<file path="config.mk">
export PLATFORM = sky130hd
export DESIGN_NAME = one_hot_to_bin_dec
export DESIGN_NICKNAME = d
export VERILOG_FILES = /design/src/rtl/one_hot_to_bin_dec.sv
export SDC_FILE = /design/constraint.sdc
export NUM_CORES = 1
export LEC_CHECK = 0
export CELL_PAD_IN_SITES_DETAIL_PLACEMENT = 0
export CELL_PAD_IN_SITES_GLOBAL_PLACEMENT = 1
export CORE_ASPECT_RATIO = 1.4
export CORE_UTILIZATION = 24
export DETAILED_ROUTE_END_ITERATION = 16
export HOLD_SLACK_MARGIN = 0.15
export PLACE_DENSITY_LB_ADDON = 0.05
export SLEW_MARGIN = 10
export SYNTH_ARGS = -nofsm -noshare
export SYNTH_HDL_FRONTEND = slang
export SYNTH_SLANG_ARGS = --single-unit
</file>
<file path="constraint.sdc">
create_clock -name clk -period 1.26 [get_ports clk]
set_input_delay 0.126 -clock clk [delete_from_list [all_inputs] [get_ports clk]]
set_output_delay 0.126 -clock clk [all_outputs]
set_load 0.005 [all_outputs]
</file>
<file path="src/rtl/one_hot_to_bin_dec.sv">
// Registered one-hot to binary decoder with valid/ready on both sides and one held output entry.
// Define ONEHOT_ERR_CNT_EN to add the saturating err_cnt_o counter of errored words accepted.
module one_hot_to_bin_dec #(
    parameter int BIN_W = 4,
    parameter int CNT_W = 8
) (
    input  logic                  clk,
    input  logic                  reset,
    input  logic [2**BIN_W-1:0]   one_hot_i,
    input  logic                  in_valid_i,
    output logic                  in_ready_o,
    output logic [BIN_W-1:0]      bin_o,
    output logic                  err_o,
    output logic                  out_valid_o,
    input  logic                  out_ready_i
`ifdef ONEHOT_ERR_CNT_EN
    ,
    output logic [CNT_W-1:0]      err_cnt_o
`endif
);

    localparam int OH_W = 2**BIN_W;
    localparam logic [OH_W-1:0] OH_ONE = OH_W'(1);

    if (BIN_W < 1 || CNT_W < 1) begin : g_bad_param
        $error("one_hot_to_bin_dec: BIN_W and CNT_W must be at least 1");
    end

    typedef enum logic {EMPTY, FULL} state_t;

    state_t           state_q, state_d;
    logic [BIN_W-1:0] bin_q, bin_d;
    logic             err_q, err_d;
    logic             accept, consume;
    logic [BIN_W-1:0] dec_bin;
    logic             dec_err;

    // Scan from the top so the last hit wins, leaving the lowest set bit's index.
    function automatic logic [BIN_W-1:0] lowest_idx(input logic [OH_W-1:0] x);
        logic [BIN_W-1:0] idx;
        idx = '0;
        for (int i = OH_W - 1; i >= 0; i--) begin
            if (x[i]) idx = BIN_W'(i);
        end
        return idx;
    endfunction

    function automatic logic not_one_hot(input logic [OH_W-1:0] x);
        return (x == '0) || ((x & (x - OH_ONE)) != '0);
    endfunction

    assign out_valid_o = (state_q == FULL);
    assign in_ready_o  = !out_valid_o || out_ready_i;
    assign accept      = in_valid_i && in_ready_o;
    assign consume     = out_valid_o && out_ready_i;
    assign dec_bin     = lowest_idx(one_hot_i);
    assign dec_err     = not_one_hot(one_hot_i);
    assign bin_o       = bin_q;
    assign err_o       = err_q;

    always_comb begin
        state_d = state_q;
        bin_d   = bin_q;
        err_d   = err_q;
        case (state_q)
            EMPTY: if (accept) state_d = FULL;
            FULL:  if (consume && !accept) state_d = EMPTY;
            default: state_d = EMPTY;
        endcase
        if (accept) begin
            bin_d = dec_bin;
            err_d = dec_err;
        end
    end

    always_ff @(posedge clk or posedge reset) begin
        if (reset) begin
            state_q <= EMPTY;
            bin_q   <= '0;
            err_q   <= 1'b0;
        end else begin
            state_q <= state_d;
            bin_q   <= bin_d;
            err_q   <= err_d;
        end
    end

`ifdef ONEHOT_ERR_CNT_EN
    logic [CNT_W-1:0] err_cnt_q, err_cnt_d;

    // Saturate at all-ones; only reset brings the count back down.
    always_comb begin
        err_cnt_d = err_cnt_q;
        if (accept && dec_err && (err_cnt_q != '1)) err_cnt_d = err_cnt_q + CNT_W'(1);
    end

    always_ff @(posedge clk or posedge reset) begin
        if (reset) err_cnt_q <= '0;
        else       err_cnt_q <= err_cnt_d;
    end

    assign err_cnt_o = err_cnt_q;
`endif

endmodule
</file>
==> results.sh, run 1 <==
export IMPL_period_minus_slack_ns=1.31
export IMPL_maxSlewViolCount=0
export IMPL_synth_fp_nets=90
export IMPL_yosys_warnings=0
export IMPL_maxSlewHeadroom_pct=79.6
export IMPL_dpl_cell_area_mm2=0.00104
export IMPL_ios=27
export IMPL_worstSetupEndpointType="flip-flop"
export IMPL_diodes=0
export IMPL_wl_per_cell_um=12.3
export IMPL_dpl_worst_slack_ns=-0.646
export IMPL_seq_power_share_pct=31.8
export IMPL_start_util_pct=25.4
export IMPL_p_sw_share_pct=28.7
export IMPL_cts_buffer_depth=2
export IMPL_synth_xor_area_share_pct=1.60
export IMPL_worst_path_buf_inv=2
export IMPL_power_frac_clock_pct=26.0
export IMPL_die_w_um=42.3
export IMPL_drcViolationCount=0
export IMPL_synth_adder_area_share_pct=1.83
export IMPL_vias_per_cell=5.03
export IMPL_synth_simple_area_share_pct=38.7
export IMPL_core_area_mm2=0.00215
export IMPL_syn_area_per_cell_um2=7.81
export IMPL_firstDrtPassIters=4
export IMPL_intPower_w=0.000472
export IMPL_worst_setup_path_type="input pin to flip-flop"
export IMPL_yosysSeqAreaShare_pct=27.5
export IMPL_synthFlopType="dfrtp_1"
export IMPL_setup_ws_ns=-0.0538
export IMPL_grt_pass1_vias=783
export IMPL_crit_chain="clkdlybuf4s50_1, nand2b_1, buf_4, and2_4, nand4_1, nor4_2, a31oi_1"
export IMPL_hold_class="input pin to flip-flop"
export IMPL_wl_um=1880
export IMPL_clkSinkCount=6
export IMPL_power_frac_comb_pct=42.2
export IMPL_min_period_over_period_pct=104
export IMPL_ys_async_sr_fraction_pct=100
export IMPL_crit_family="simple AND/OR/NAND/NOR gates"
export IMPL_grt_max_degree=7
export IMPL_min_from="one_hot_i[0]"
export IMPL_critPathLaunchType="input pin"
export IMPL_p_leak_nw=0.509
export IMPL_post_route_cell_area_mm2=0.00117
export IMPL_grt_first_pass_wirelength_um=3260
export IMPL_violations="negative setup slack"
export IMPL_synth_area_leaders="dfrtp_1, nand2b_1, nor2_1, o21ai_0, nand2_1"
export IMPL_numCtsBuffers=3
export IMPL_dieArea_mm2=0.00248
export IMPL_grt_ovfl_total=0
export IMPL_netlist_instances=70
export IMPL_cts_tree="built"
export IMPL_htree_levels=1
export IMPL_synth_cell_types=32
export IMPL_drtIter0Drc=16
export IMPL_port_buffers=26
export IMPL_drive_gt1_share_pct=42.0
export IMPL_vias=769
export IMPL_layout_commonest_cell="buf_4"
export IMPL_globalRouteTotalUtil_pct=17.1
export IMPL_synth_top_area_share_pct=27.5
export IMPL_crit_slowest_cell="clkdlybuf4s50_1"
export IMPL_r2r_start="out_valid_o"
export IMPL_crit_fanout=2
export IMPL_maxCapViolCount=0
export IMPL_routabilityCongestion=0.776
export IMPL_cts_clk_slew_worst_paths_ns=0.05
export IMPL_syn_to_final_growth_pct=114
export IMPL_ys_ff_latch=6
export IMPL_syn_area_um2=547
export IMPL_hold_violations=0
export IMPL_irDropWorstVdd_mv=0.182
export IMPL_setup_violations=1
export IMPL_rows=20
export IMPL_rsz0062_at_grt="yes"
export IMPL_place_hpwl_um=1560
export IMPL_skew_ns=0.00529
export IMPL_cp_slowest_stage_delay_ns=0.45
export IMPL_synth_top_area_cell="dfrtp_1"
export IMPL_worst_endpoint_arrival_ns=1.43
export IMPL_status="finished, violations left"
export IMPL_clk_latency_ns=0.24
export IMPL_ant_nets=0
export IMPL_synth_edff_count=0
export IMPL_layout_common_cells="buf_4, dlygate4sd2_1, clkdlybuf4s50_1"
export IMPL_nets=153
export IMPL_tightest_slew_ns=0.304
export IMPL_synth_top_family_by_area="simple AND/OR/NAND/NOR gates"
export IMPL_die_h_um=58.5
export IMPL_synthMuxAreaShare_pct=0
export IMPL_critPathLaunch="out_ready_i"
export IMPL_fmax_mhz=761
export IMPL_antenna_found_initial=0
export IMPL_powerDensity_mw_per_mm2=566
export IMPL_synth_compound_area_share_pct=27.7
export IMPL_crit_required_ns=1.38
export IMPL_cts_root_buf="clkbuf_4"
export IMPL_net_switching_power_w=0.000190
worst min-delay path, cell delays in order:
cell and delay, ns:
buf_8 0.08, buf_6 0.08, buf_4 0.12, o41ai_2 0.07
per-layer routing:
metal  vias up  global-route usage, %  share of wire, %
li1        391                      -                 -
met1       360                   18.4                38
met2        16                   32.5                58
met3         2                   2.15               2.4
met4         0                   8.04               1.4
met5         -                      0                 0
kinds of logic (layout without fill, tap and decap cells):
group,after synthesis,in the layout
AOI/OAI and AO/OA,23,23
and+or+nand+nor,35,35
xor gates and xnor gates,1,1
buffers and inverters,4,65
DFF,6,6
adders and majority gates,1,1
sequential cells by signal (all words and copies together), names as in the netlist:
signal	flops
bin_o	4
err_o	1
out_valid_o	1
path summary, 6_finish.rpt:
kind	slack [ns]	depth (start not counted)	endpoint
worst max register to register	-0.05	6	err_o
worst min register to register	0.46	2	bin_o[2]
worst min-delay path	0.29	4	bin_o[1]
min in group asynchronous	0.66	3	bin_o[3]
max in group asynchronous	0.40	3	bin_o[0]
worst max-delay path	-0.05	7	err_o
cells in the mapped netlist, drive strengths merged, types with 2 or more instances:
master and count:
a211oi 2, a21oi 4, a22oi 2, a31oi 2, dfrtp 6, inv 4
nand2 6, nand2b 5, nand3 2, nor2 7, nor3 4, nor4 5
o21ai 5
timing repair:
item | 4_1_cts | 5_1_grt
endpoints found under the hold margin | 6 | 0
pin swaps | 13 | 9
gates resized for setup | 39 | 12
hold buffers | 1 | 0
setup endpoints to repair | 6 | 4
buffers inserted | 4 | 1
metrics by stage:
stage               utilization [%]  TNS (ns)  std cells  hold WS (ns)  total power (W)
floorplan                         -         0         70       -0.0830         0.000281
global placement               48.4     -2.28        144         0.365         0.000478
detailed placement             48.4     -2.32        144         0.369         0.000480
CTS                            52.2    -0.167        152         0.282         0.000664
global route                   54.4    -0.123        153         0.286         0.000709
finish                         54.4   -0.0538        153         0.287         0.000662
cell type report:
cell class,count,area [µm²]
Clock buffer,3,22.5
Inverter,4,15.0
Timing Repair Buffer,58,495
Tap cell,22,27.5
Fill cell,218,981
Sequential cell,6,150
Multi-Input combinational cell,60,460
power groups by stage:
stage | Clock, W | Combinational, W | Sequential [W]
6_report | 0.000172 | 0.000279 | 0.000211
3_3_place_gp | 0 | 0.000264 | 0.000214
3_5_place_dp | 0 | 0.000266 | 0.000214
2_1_floorplan | 0 | 0.0000660 | 0.000215
5_1_grt | 0.000190 | 0.000306 | 0.000212
4_1_cts | 0.000183 | 0.000270 | 0.000211
Note: power is estimated with default switching activity, not from simulation.
==> inputs of run 2 (changes only) <==
- REMOVE_ABC_BUFFERS: not set -> 1
==> run 2 against run 1 <==
Net effect:
- the flow still finishes with violations (negative setup slack)
- worst setup slack better by 0.025 ns
- clock skew fell by 0.0024 ns
- final area up 0.11%
- core utilization rose by 0.058 points
- global-route usage grew 0.86 points
- sequential share of layout area about the same
- sequential cell count unchanged
- first-iteration DRC count fell by 56%
- combinational power up 3%
- total power up 2.0%
- die area unchanged
- critical path type unchanged
==> results.sh, run 2 (synthesized netlist as in run 1, its figures left out) <==
export IMPL_cts_tree="built"
export IMPL_status="finished, violations left"
export IMPL_tns_ns=-0.0288
export IMPL_vias_per_cell=5.12
export IMPL_vias=784
export IMPL_totalPowerFinal_w=0.000675
export IMPL_cts_buffer_depth=2
export IMPL_place_hpwl_um=1820
export IMPL_routabilityCongestion=0.840
export IMPL_globalRouteTotalUtil_pct=18.0
export IMPL_drtIter0Drc=7
export IMPL_firstDrtPassIters=3
export IMPL_period_minus_slack_ns=1.29
export IMPL_grt_max_degree=7
export IMPL_crit_fanout=3
export IMPL_clkSinkCount=6
export IMPL_critPathLaunchType="input pin"
export IMPL_die_w_um=42.3
export IMPL_maxCapViolCount=0
export IMPL_syn_to_final_growth_pct=114
export IMPL_die_h_um=58.5
export IMPL_irDropWorstVdd_mv=0.206
export IMPL_violations="negative setup slack"
export IMPL_skew_ns=0.00286
export IMPL_rows=20
export IMPL_drive_gt1_share_pct=44.3
export IMPL_powerDensity_mw_per_mm2=576
export IMPL_cts_clk_slew_worst_paths_ns=0.05
export IMPL_clk_latency_ns=0.25
export IMPL_dieArea_mm2=0.00248
export IMPL_grt_first_pass_wirelength_um=3360
export IMPL_worstSetupEndpointType="flip-flop"
export IMPL_layout_commonest_cell="buf_4"
export IMPL_post_route_cell_area_mm2=0.00117
export IMPL_antenna_found_initial=0
export IMPL_cts_root_buf="clkbuf_4"
export IMPL_grt_util_met3_pct=1.53
export IMPL_ant_nets=0
export IMPL_grt_use_met1_pct=16.1
export IMPL_ios=27
export IMPL_diodes=0
export IMPL_largest_reg_flops=4
export IMPL_worst_endpoint_arrival_ns=1.41
export IMPL_maxSlewHeadroom_pct=78.3
export IMPL_start_util_pct=25.4
export IMPL_wl_per_cell_um=13.7
export IMPL_globalRouteMet2Util_pct=37.4
export IMPL_htree_levels=1
export IMPL_numCtsBuffers=3
export IMPL_port_buffers=26
export IMPL_crit_required_ns=1.38
export IMPL_core_area_mm2=0.00215
export IMPL_min_period_over_period_pct=102
export IMPL_fmax_mhz=776
export IMPL_grt_pass1_vias=795
export IMPL_wl_um=2090
export IMPL_maxSlewViolCount=0
export IMPL_drcViolationCount=0
export IMPL_grt_busiest_layer="met2"
export IMPL_nets=153
export IMPL_setup_violations=1
export IMPL_rsz0062_at_grt="yes"
export IMPL_worst_setup_path_type="input pin to flip-flop"
export IMPL_p_leak_nw=0.509
export IMPL_dpl_cell_area_mm2=0.00105
export IMPL_hold_violations=0
export IMPL_hold_class="input pin to flip-flop"
export IMPL_layout_common_cells="buf_4, clkdlybuf4s50_1"
export IMPL_grt_ovfl_total=0
export IMPL_setup_ws_ns=-0.0288
export IMPL_tightest_slew_ns=0.323
==> run 2: cell types whose count changed in the layout (fill, tap and decap cells not counted), sizes merged <==
cell	delta
dlygate4sd2	-4
clkbuf	+3
buf	+1
clkdlybuf4s50	-1
dlymetal6s2s	+1
==> run 2: layout make-up <==
| cell class | count | area (µm²) |
|---|---|---|
| Sequential cell | 6 | 150 |
| Multi-Input combinational cell | 60 | 470 |
| Inverter | 4 | 15.0 |
| Timing Repair Buffer | 58 | 487 |
| Fill cell | 239 | 980 |
| Tap cell | 22 | 27.5 |
| Clock buffer | 3 | 22.5 |
==> run 2: timing repair <==
item                                   in CTS  in global routing
resized for setup                          37                 30
endpoints found under the hold margin       6                  0
gates cloned                                0                  0
setup endpoints to repair                   6                  3
setup buffers                               1                  1
hold buffers                                1                  0
pin swaps                                  11                 11
==> run 2: per-stage QoR <==
step | utilization (%) | cells | hold slack, ns | setup slack [ns]
2_1_floorplan | - | 70 | -0.0830 | -0.0464
3_3_place_gp | 48.9 | 147 | 0.362 | -0.648
3_5_place_dp | 48.9 | 147 | 0.373 | -0.690
4_1_cts | 52.9 | 152 | 0.477 | -0.156
5_1_grt | 54.5 | 153 | 0.222 | -0.149
6_report | 54.5 | 153 | 0.211 | -0.0288
==> run 2: worst paths after layout <==
| path | cells after the start | endpoint | slack (ns) | start |
|---|---|---|---|---|
| worst max-delay path | 6 | err_o | -0.03 | one_hot_i[3] |
| min in group asynchronous | 3 | bin_o[3] | 0.65 | reset |
| max in group asynchronous | 3 | bin_o[0] | 0.41 | reset |
| worst min-delay path | 3 | bin_o[1] | 0.21 | one_hot_i[1] |
| worst max register to register | 5 | err_o | 0.01 | out_valid_o |
| worst min register to register | 2 | bin_o[2] | 0.48 | bin_o[2] |
==> run 2: critical path, cell delays in order <==
cell and delay [ns]:
buf_8 0.10, or4_4 0.55, nor3_4 0.18, o2bb2ai_2 0.07, nor4_2 0.27, a31oi_1 0.11
==> run 2: layer usage <==
layer	share of wire, %	vias to the layer above
met1	35	367
met2	59	19
li1	-	392
met4	2.7	0
met3	2.8	6
met5	0	-
==> run 2: power breakdown <==
part           internal [W]  total, W  switching (W)
logic              0.000159  0.000286       0.000127
registers          0.000205  0.000211     0.00000562
clock network      0.000108  0.000178      0.0000705
total              0.000472  0.000675       0.000203
